==> src/rtl/coin_credit_ctrl.sv <==
// coin_credit_ctrl
// ----------------
// Consumer end of the coin-inserter handshake. Each coin arrives as an
// in_rdy / in_data / in_cmp strobe sequence on three consecutive cycles.
// Accepted coins are added to the running credit. When the credit reaches
// the loaded fare, a one-cycle ticket pulse is issued. Any remainder is then
// paid out as change, one one-hot coin per cycle, largest coin first.
//
// Optional feature macro: REFUND_CANCEL_EN
//   When defined, a cancel input exists. Asserting cancel in IDLE with
//   non-zero credit refunds the whole credit as change, and no ticket is
//   issued.
//
// Ports
//   clk        in   system clock, all logic on the rising edge
//   rst        in   synchronous, active-high reset
//   fare       in   [7:0] ticket price, latched by fare_load in IDLE at zero credit
//   fare_load  in   fare load strobe
//   in_rdy     in   coin-transfer start strobe
//   in_data    in   [7:0] coin value, valid the cycle after in_rdy
//   in_cmp     in   transfer-complete strobe, two cycles after in_rdy
//   cancel     in   refund request (REFUND_CANCEL_EN only)
//   credit     out  [7:0] current accumulated credit
//   ticket     out  one-cycle ticket-issue pulse
//   chg_coin   out  [3:0] one-hot change coin: 0001=1, 0010=2, 0100=5, 1000=10
//   chg_vld    out  chg_coin valid
//   busy       out  high whenever the controller is not in IDLE
//   err        out  one-cycle pulse on a rejected coin or a protocol violation
//
// Parameter
//   MAX_CREDIT  credit ceiling. A coin that would exceed it is refunded.

module coin_credit_ctrl #(
    parameter logic [7:0] MAX_CREDIT = 8'd99
) (
    input  logic       clk,
    input  logic       rst,
    input  logic [7:0] fare,
    input  logic       fare_load,
    input  logic       in_rdy,
    input  logic [7:0] in_data,
    input  logic       in_cmp,
`ifdef REFUND_CANCEL_EN
    input  logic       cancel,
`endif
    output logic [7:0] credit,
    output logic       ticket,
    output logic [3:0] chg_coin,
    output logic       chg_vld,
    output logic       busy,
    output logic       err
);

    typedef enum logic [2:0] {
        ST_IDLE      = 3'd0,
        ST_WAIT_DATA = 3'd1,
        ST_WAIT_CMP  = 3'd2,
        ST_ADD       = 3'd3,
        ST_ISSUE     = 3'd4,
        ST_CHANGE    = 3'd5
    } state_t;

    state_t     state_q, state_d;
    logic [7:0] credit_q, credit_d;
    logic [7:0] fare_q, fare_d;
    logic [7:0] coin_q, coin_d;
    logic [7:0] rem_q, rem_d;
    logic       ticket_q, ticket_d;
    logic [3:0] chg_coin_q, chg_coin_d;
    logic       chg_vld_q, chg_vld_d;
    logic       err_q, err_d;
    logic       busy_q, busy_d;
    logic [8:0] sum_s;
    logic [7:0] issue_rem_s;
    logic       cancel_s;

`ifdef REFUND_CANCEL_EN
    assign cancel_s = cancel;
`else
    assign cancel_s = 1'b0;
`endif

    // Largest change coin that does not exceed the remainder (10, 5, 2, 1).
    function automatic logic [3:0] greedy_code(input logic [7:0] rem);
        logic [3:0] code;
        if (rem >= 8'd10) begin
            code = 4'b1000;
        end else if (rem >= 8'd5) begin
            code = 4'b0100;
        end else if (rem >= 8'd2) begin
            code = 4'b0010;
        end else if (rem >= 8'd1) begin
            code = 4'b0001;
        end else begin
            code = 4'b0000;
        end
        return code;
    endfunction

    // Face value of a one-hot change coin.
    function automatic logic [7:0] code_value(input logic [3:0] code);
        logic [7:0] val;
        case (code)
            4'b1000: val = 8'd10;
            4'b0100: val = 8'd5;
            4'b0010: val = 8'd2;
            4'b0001: val = 8'd1;
            default: val = 8'd0;
        endcase
        return val;
    endfunction

    // True only for the coin denominations the machine accepts.
    function automatic logic coin_legal(input logic [7:0] v);
        logic ok;
        case (v)
            8'd1, 8'd2, 8'd5, 8'd10: ok = 1'b1;
            default:                 ok = 1'b0;
        endcase
        return ok;
    endfunction

    // Next-state, datapath and registered-output decode.
    always_comb begin
        state_d     = state_q;
        credit_d    = credit_q;
        fare_d      = fare_q;
        coin_d      = coin_q;
        rem_d       = rem_q;
        ticket_d    = 1'b0;
        chg_coin_d  = 4'b0000;
        chg_vld_d   = 1'b0;
        err_d       = 1'b0;
        // The 9-bit sum lets the ceiling check see a carry without wrapping credit.
        sum_s       = {1'b0, credit_q} + {1'b0, coin_q};
        issue_rem_s = credit_q - fare_q;

        // A new transfer may only start in IDLE. Elsewhere it is flagged and dropped.
        if (in_rdy && (state_q != ST_IDLE)) begin
            err_d = 1'b1;
        end else begin
            err_d = 1'b0;
        end

        case (state_q)
            ST_IDLE: begin
                // Cancel takes precedence over a transfer that starts in the same cycle.
                if (cancel_s) begin
                    if (in_rdy) begin
                        err_d = 1'b1;
                    end else begin
                        err_d = 1'b0;
                    end
                    if (credit_q != 8'd0) begin
                        rem_d    = credit_q;
                        credit_d = 8'd0;
                        state_d  = ST_CHANGE;
                    end else begin
                        state_d  = ST_IDLE;
                    end
                end else if (in_rdy) begin
                    state_d = ST_WAIT_DATA;
                end else if (fare_load && (credit_q == 8'd0)) begin
                    fare_d = fare;
                end else begin
                    state_d = ST_IDLE;
                end
            end
            ST_WAIT_DATA: begin
                coin_d  = in_data;
                state_d = ST_WAIT_CMP;
            end
            ST_WAIT_CMP: begin
                if (in_cmp) begin
                    state_d = ST_ADD;
                end else begin
                    err_d   = 1'b1;
                    state_d = ST_IDLE;
                end
            end
            ST_ADD: begin
                if (!coin_legal(coin_q)) begin
                    err_d   = 1'b1;
                    state_d = ST_IDLE;
                end else if (sum_s > {1'b0, MAX_CREDIT}) begin
                    // The rejected coin is handed back through the change path.
                    err_d   = 1'b1;
                    rem_d   = coin_q;
                    state_d = ST_CHANGE;
                end else begin
                    credit_d = sum_s[7:0];
                    // A zero fare means accumulate only, so no ticket is ever issued.
                    if ((fare_q != 8'd0) && (sum_s[7:0] >= fare_q)) begin
                        ticket_d = 1'b1;
                        state_d  = ST_ISSUE;
                    end else begin
                        state_d  = ST_IDLE;
                    end
                end
            end
            ST_ISSUE: begin
                credit_d = 8'd0;
                // The first change coin goes out here so it is visible the cycle after ticket.
                if (issue_rem_s != 8'd0) begin
                    chg_coin_d = greedy_code(issue_rem_s);
                    chg_vld_d  = 1'b1;
                    rem_d      = issue_rem_s - code_value(greedy_code(issue_rem_s));
                    state_d    = ST_CHANGE;
                end else begin
                    rem_d      = 8'd0;
                    state_d    = ST_IDLE;
                end
            end
            ST_CHANGE: begin
                if (rem_q != 8'd0) begin
                    chg_coin_d = greedy_code(rem_q);
                    chg_vld_d  = 1'b1;
                    rem_d      = rem_q - code_value(greedy_code(rem_q));
                end else begin
                    state_d    = ST_IDLE;
                end
            end
            default: begin
                state_d = ST_IDLE;
            end
        endcase

        busy_d = (state_d != ST_IDLE);
    end

    // State and output registers with synchronous reset.
    always_ff @(posedge clk) begin
        if (rst) begin
            state_q    <= ST_IDLE;
            credit_q   <= 8'd0;
            fare_q     <= 8'd0;
            coin_q     <= 8'd0;
            rem_q      <= 8'd0;
            ticket_q   <= 1'b0;
            chg_coin_q <= 4'b0000;
            chg_vld_q  <= 1'b0;
            err_q      <= 1'b0;
            busy_q     <= 1'b0;
        end else begin
            state_q    <= state_d;
            credit_q   <= credit_d;
            fare_q     <= fare_d;
            coin_q     <= coin_d;
            rem_q      <= rem_d;
            ticket_q   <= ticket_d;
            chg_coin_q <= chg_coin_d;
            chg_vld_q  <= chg_vld_d;
            err_q      <= err_d;
            busy_q     <= busy_d;
        end
    end

    assign credit   = credit_q;
    assign ticket   = ticket_q;
    assign chg_coin = chg_coin_q;
    assign chg_vld  = chg_vld_q;
    assign busy     = busy_q;
    assign err      = err_q;

endmodule

==> config.mk <==
export PLATFORM = sky130hd
export DESIGN_NAME = coin_credit_ctrl
export DESIGN_NICKNAME = d
export VERILOG_FILES = /design/src/rtl/coin_credit_ctrl.sv
export SDC_FILE = /design/constraint.sdc
export NUM_CORES = 1
export LEC_CHECK = 0
export ABC_AREA = 0
export CORE_MARGIN = 2
export CORE_UTILIZATION = 57
export CTS_CLUSTER_DIAMETER = 200
export DETAILED_ROUTE_END_ITERATION = 16
export GPL_ROUTABILITY_DRIVEN = 0
export PLACE_DENSITY = 0.82
export RECOVER_POWER = 25
export SLEW_MARGIN = 20
export SYNTH_ARGS = -nofsm -noshare
export SYNTH_HDL_FRONTEND = slang
export SYNTH_SLANG_ARGS = --single-unit
==> constraint.sdc <==
create_clock -name clk -period 4.9 [get_ports clk]
set_input_delay 0.98 -clock clk [delete_from_list [all_inputs] [get_ports clk]]
set_output_delay 0.98 -clock clk [all_outputs]
set_load 0.005 [all_outputs]
==> results of run 1 <==
==> cell type report <==
| class | count | area, um2 | area share |
|---|---|---|---|
| multi-input combinational | 331 | 2380 | 0.6132 |
| timing repair buffer | 37 | 367.9 | 0.09478 |
| tap | 75 | 93.84 | 0.02418 |
| clock inverter | 2 | 12.51 | 0.003224 |
| inverter | 25 | 93.84 | 0.02418 |
| sequential | 43 | 860.8 | 0.2218 |
| clock buffer | 6 | 72.57 | 0.01870 |
==> metrics by stage <==
step                cells  setup slack, ps  total power, mW  hold slack [ps]    util
detailed placement    511            416.5           0.6392            481.5  0.6488
global placement      511            568.5           0.6288            467.6  0.6488
finish                519            397.1           0.8682            497.1  0.6634
CTS                   519            388.1           0.8673            494.7  0.6634
global route          519            67.39           0.9085            530.5  0.6634
floorplan             416            767.1           0.5673            450.2       -
==> worst max-delay path, cell delays in order, from the launching register on <==
cell      delay, ps
dfxtp_1         500
ha_1            310
nor2b_4         150
o31a_4          310
o32a_4          400
xor2_2          180
nor3_4          270
o21ai_0         150
a221oi_1        330
ha_1            220
inv_1            50
fa_1            400
a21o_1          180
a21oi_1         200
o21ai_0         150
xnor2_1         160
a32oi_1          60
or2_2           290
a21oi_1         140
==> final timing paths <==
path                   from  endpoint  slack (ps)  depth (start not counted)
setup / recovery  credit[1]  rem_q[6]         400                         18
hold / removal     rem_q[6]  rem_q[6]         500                          2
setup reg to reg  credit[1]  rem_q[6]         400                         18
hold reg to reg    rem_q[6]  rem_q[6]         500                          2
==> power by group through the flow <==
| stage | clock network (mW) | logic (mW) | registers [mW] |
|---|---|---|---|
| global route | 0.246 | 0.292 | 0.371 |
| global placement | 0 | 0.252 | 0.377 |
| CTS | 0.234 | 0.264 | 0.369 |
| finish | 0.233 | 0.266 | 0.369 |
| detailed placement | 0 | 0.262 | 0.378 |
| floorplan | 0 | 0.195 | 0.372 |
==> routing by layer <==
metal  track usage  vias up
met5             0        -
met4       0.08814        0
met3       0.03889       12
met2        0.4672       69
met1        0.3308     1477
li1              -     1555
==> logic make-up (layout without fill, tap and decap cells) <==
logic type,Yosys count,count (layout),share of synthesized area
flip-flops,43,43,0.2528
buffers and inverters,42,70,0.04814
AO/OA/AOI/OAI,114,114,0.2348
adder cells (fa/ha/maj),36,36,0.1389
AND/OR/NAND/NOR,142,142,0.2143
XOR/XNOR,18,18,0.04851
multiplexers,21,21,0.06248
==> flip-flops by register name, indices dropped and copies added (netlist names) <==
| register | count |
|---|---|
| busy | 1 |
| rem_q | 8 |
| chg_vld | 1 |
| chg_coin | 4 |
| state_q | 3 |
| coin_q | 8 |
| fare_q | 8 |
| credit | 8 |
| ticket | 1 |
| err | 1 |
==> cell usage in the layout, fill, tap and decap left out, types with 2 or more instances in the layout <==
cell / n
nand3_1: 5
or2_2: 7
a21o_1: 10
nor4_1: 7
nor2_2: 2
a21oi_1: 36
or4_1: 2
o211ai_1: 6
nand2b_1: 10
nor2b_1: 6
mux2i_1: 19
a32oi_1: 4
dlygate4sd3_1: 10
mux2_2: 2
o21ai_0: 18
nand2_1: 22
a211oi_1: 5
inv_1: 25
o21a_1: 7
clkbuf_8: 5
clkdlybuf4s50_1: 26
o31a_1: 2
xnor2_1: 8
nand4_1: 2
dfxtp_1: 43
a2111oi_0: 2
nor3b_1: 3
xor2_1: 9
fa_1: 3
a221o_1: 2
ha_1: 33
nor2_1: 44
nor3_1: 12
and2_1: 5
or3_1: 7
==> flow_summary.toml, run 1 <==
[power_and_ir_drop]
seqPwrFrac = 0.425
vdd_ir_drop_max_uv = 152.9
comb_power_share = 0.306
power_density_nw_per_um2 = 223.7
switching_share = 0.3346
p_sw_mw = 0.2904
pwr-share-clk = 0.268
p_int_mw = 0.5777
power.leakage_nw = 1.595

[layout]
n_antenna_cell = 0
fillers = 529
area_growth_syn_to_layout_pct = 14.00
fin_area_um2 = 3881
final_nets = 500
drive_gt1_frac = 0.06982

[place]
hpwl_um = 6522
placed_area_um2 = 3796
port_buffers = 36

[clock_network]
root_buffer = "clkbuf_8"
ctsHoldBuffers = 0
ctsResizeCount = 0
clk_pin_slew_ps = 100
htreeDepth = 2
cts_tree = "done"
numCtsBuffers = 5
clk_path_buf_depth = 2
clock_latency_ps = 300
cts_sinks = 43
post-cts-setup-buffers = 0

[logic_synthesis]
ys_async_sr_fraction = 0
ys_ff_latch = 43
synthTopCellsByCount = "44 x nor2_1, 43 x dfxtp_1, 36 x a21oi_1, 33 x ha_1, 25 x inv_1"
seq_area_frac_synth = 0.2528
ys_dominant_reg_cell = "dfxtp_1"
synthCells = 416
post_synth_num_cell_types = 65
synth.most_common_cell = "nor2_1"
yosys-top-cells-area = "dfxtp_1 25%, ha_1 12%, mux2i_1 5.6%"
synth_top_cell_area_share = 0.2528
yosysTopAreaCell = "dfxtp_1"
synth_edf_count = 0
synth_area_um2 = 3405
synth_fp_nets = 473
yosysWarnings = 0
synth.avg_cell_area_um2 = 8.184

[timing]
setup_violations = 0
hold_viol = 0
max_freq_ghz = 0.2221
max_slew.worst_pin.slew_ps = 953.3
min_period_over_period = 0.9189
fin_skew_ps = 13.26
rsz0062_at_grt = "false"
period_needed_ps = 4503
setup_tns_ps = 0
slew_headroom = 0.3631
finalMaxSlewViolations = 0

[grt]
grt_max_degree = 22
grt_pass1_vias = 3005
grt_pass1_wl_um = 13790
antenna_found_initial = 0
gr-total-overflow = 0
grt_usage = 0.2659

[run_status]
status = "completed"

[route]
first_iter_violations = 126
wl_per_cell_um = 16.16
drt-pass1-iter-count = 4
vias = 3113
routed_wl_um = 8386
top_layer_used = "met4"
wl_met1_um = 3659
ant_nets = 0
wl_met3_um = 375
detailroute.wirelength.met2_um = 4216
via_per_inst = 5.998
drc_errors = 0

[setup_path]
crit_arrival_ps = 4730
worstPathRequired_ps = 5130
crit_fanout = 8
setup.worst_path.end_class = "flop"
critical_path_class = "flop to flop"
critPathLaunchType = "flop"

[die]
die_area_um2 = 6607
dieWidth_um = 81.29
start_util = 0.5819
rows = 28
pin_count = 37
coreArea_um2 = 5851
die_h_um = 81.29

[flow_run]
drv_cap = 0

[min_path]
hold_path.class = "flop to flop"
Power figures use the tool's default switching activity.
==> inputs of run 2 (changes only) <==
--- a/config.mk
+++ b/config.mk
@@ -6,6 +6,7 @@
 export NUM_CORES = 1
 export LEC_CHECK = 0
 export ABC_AREA = 0
+export ABC_CLOCK_PERIOD_IN_PS = 4900
 export CORE_MARGIN = 2
 export CORE_UTILIZATION = 57
 export CTS_CLUSTER_DIAMETER = 200
==> results of run 2 <==
Same layout as run 1: the final DEF is identical, and so are final timing and power.
==> inputs of run 3 (changes only) <==
--- a/config.mk
+++ b/config.mk
@@ -7,9 +7,10 @@
 export LEC_CHECK = 0
 export ABC_AREA = 0
 export ABC_CLOCK_PERIOD_IN_PS = 4900
+export CAP_MARGIN = 10
 export CORE_MARGIN = 2
 export CORE_UTILIZATION = 57
-export CTS_CLUSTER_DIAMETER = 200
+export CTS_CLUSTER_DIAMETER = 40
 export DETAILED_ROUTE_END_ITERATION = 16
 export GPL_ROUTABILITY_DRIVEN = 0
 export PLACE_DENSITY = 0.82
==> results of run 3 <==
Same layout as run 1: the final DEF is identical, and so are final timing and power.
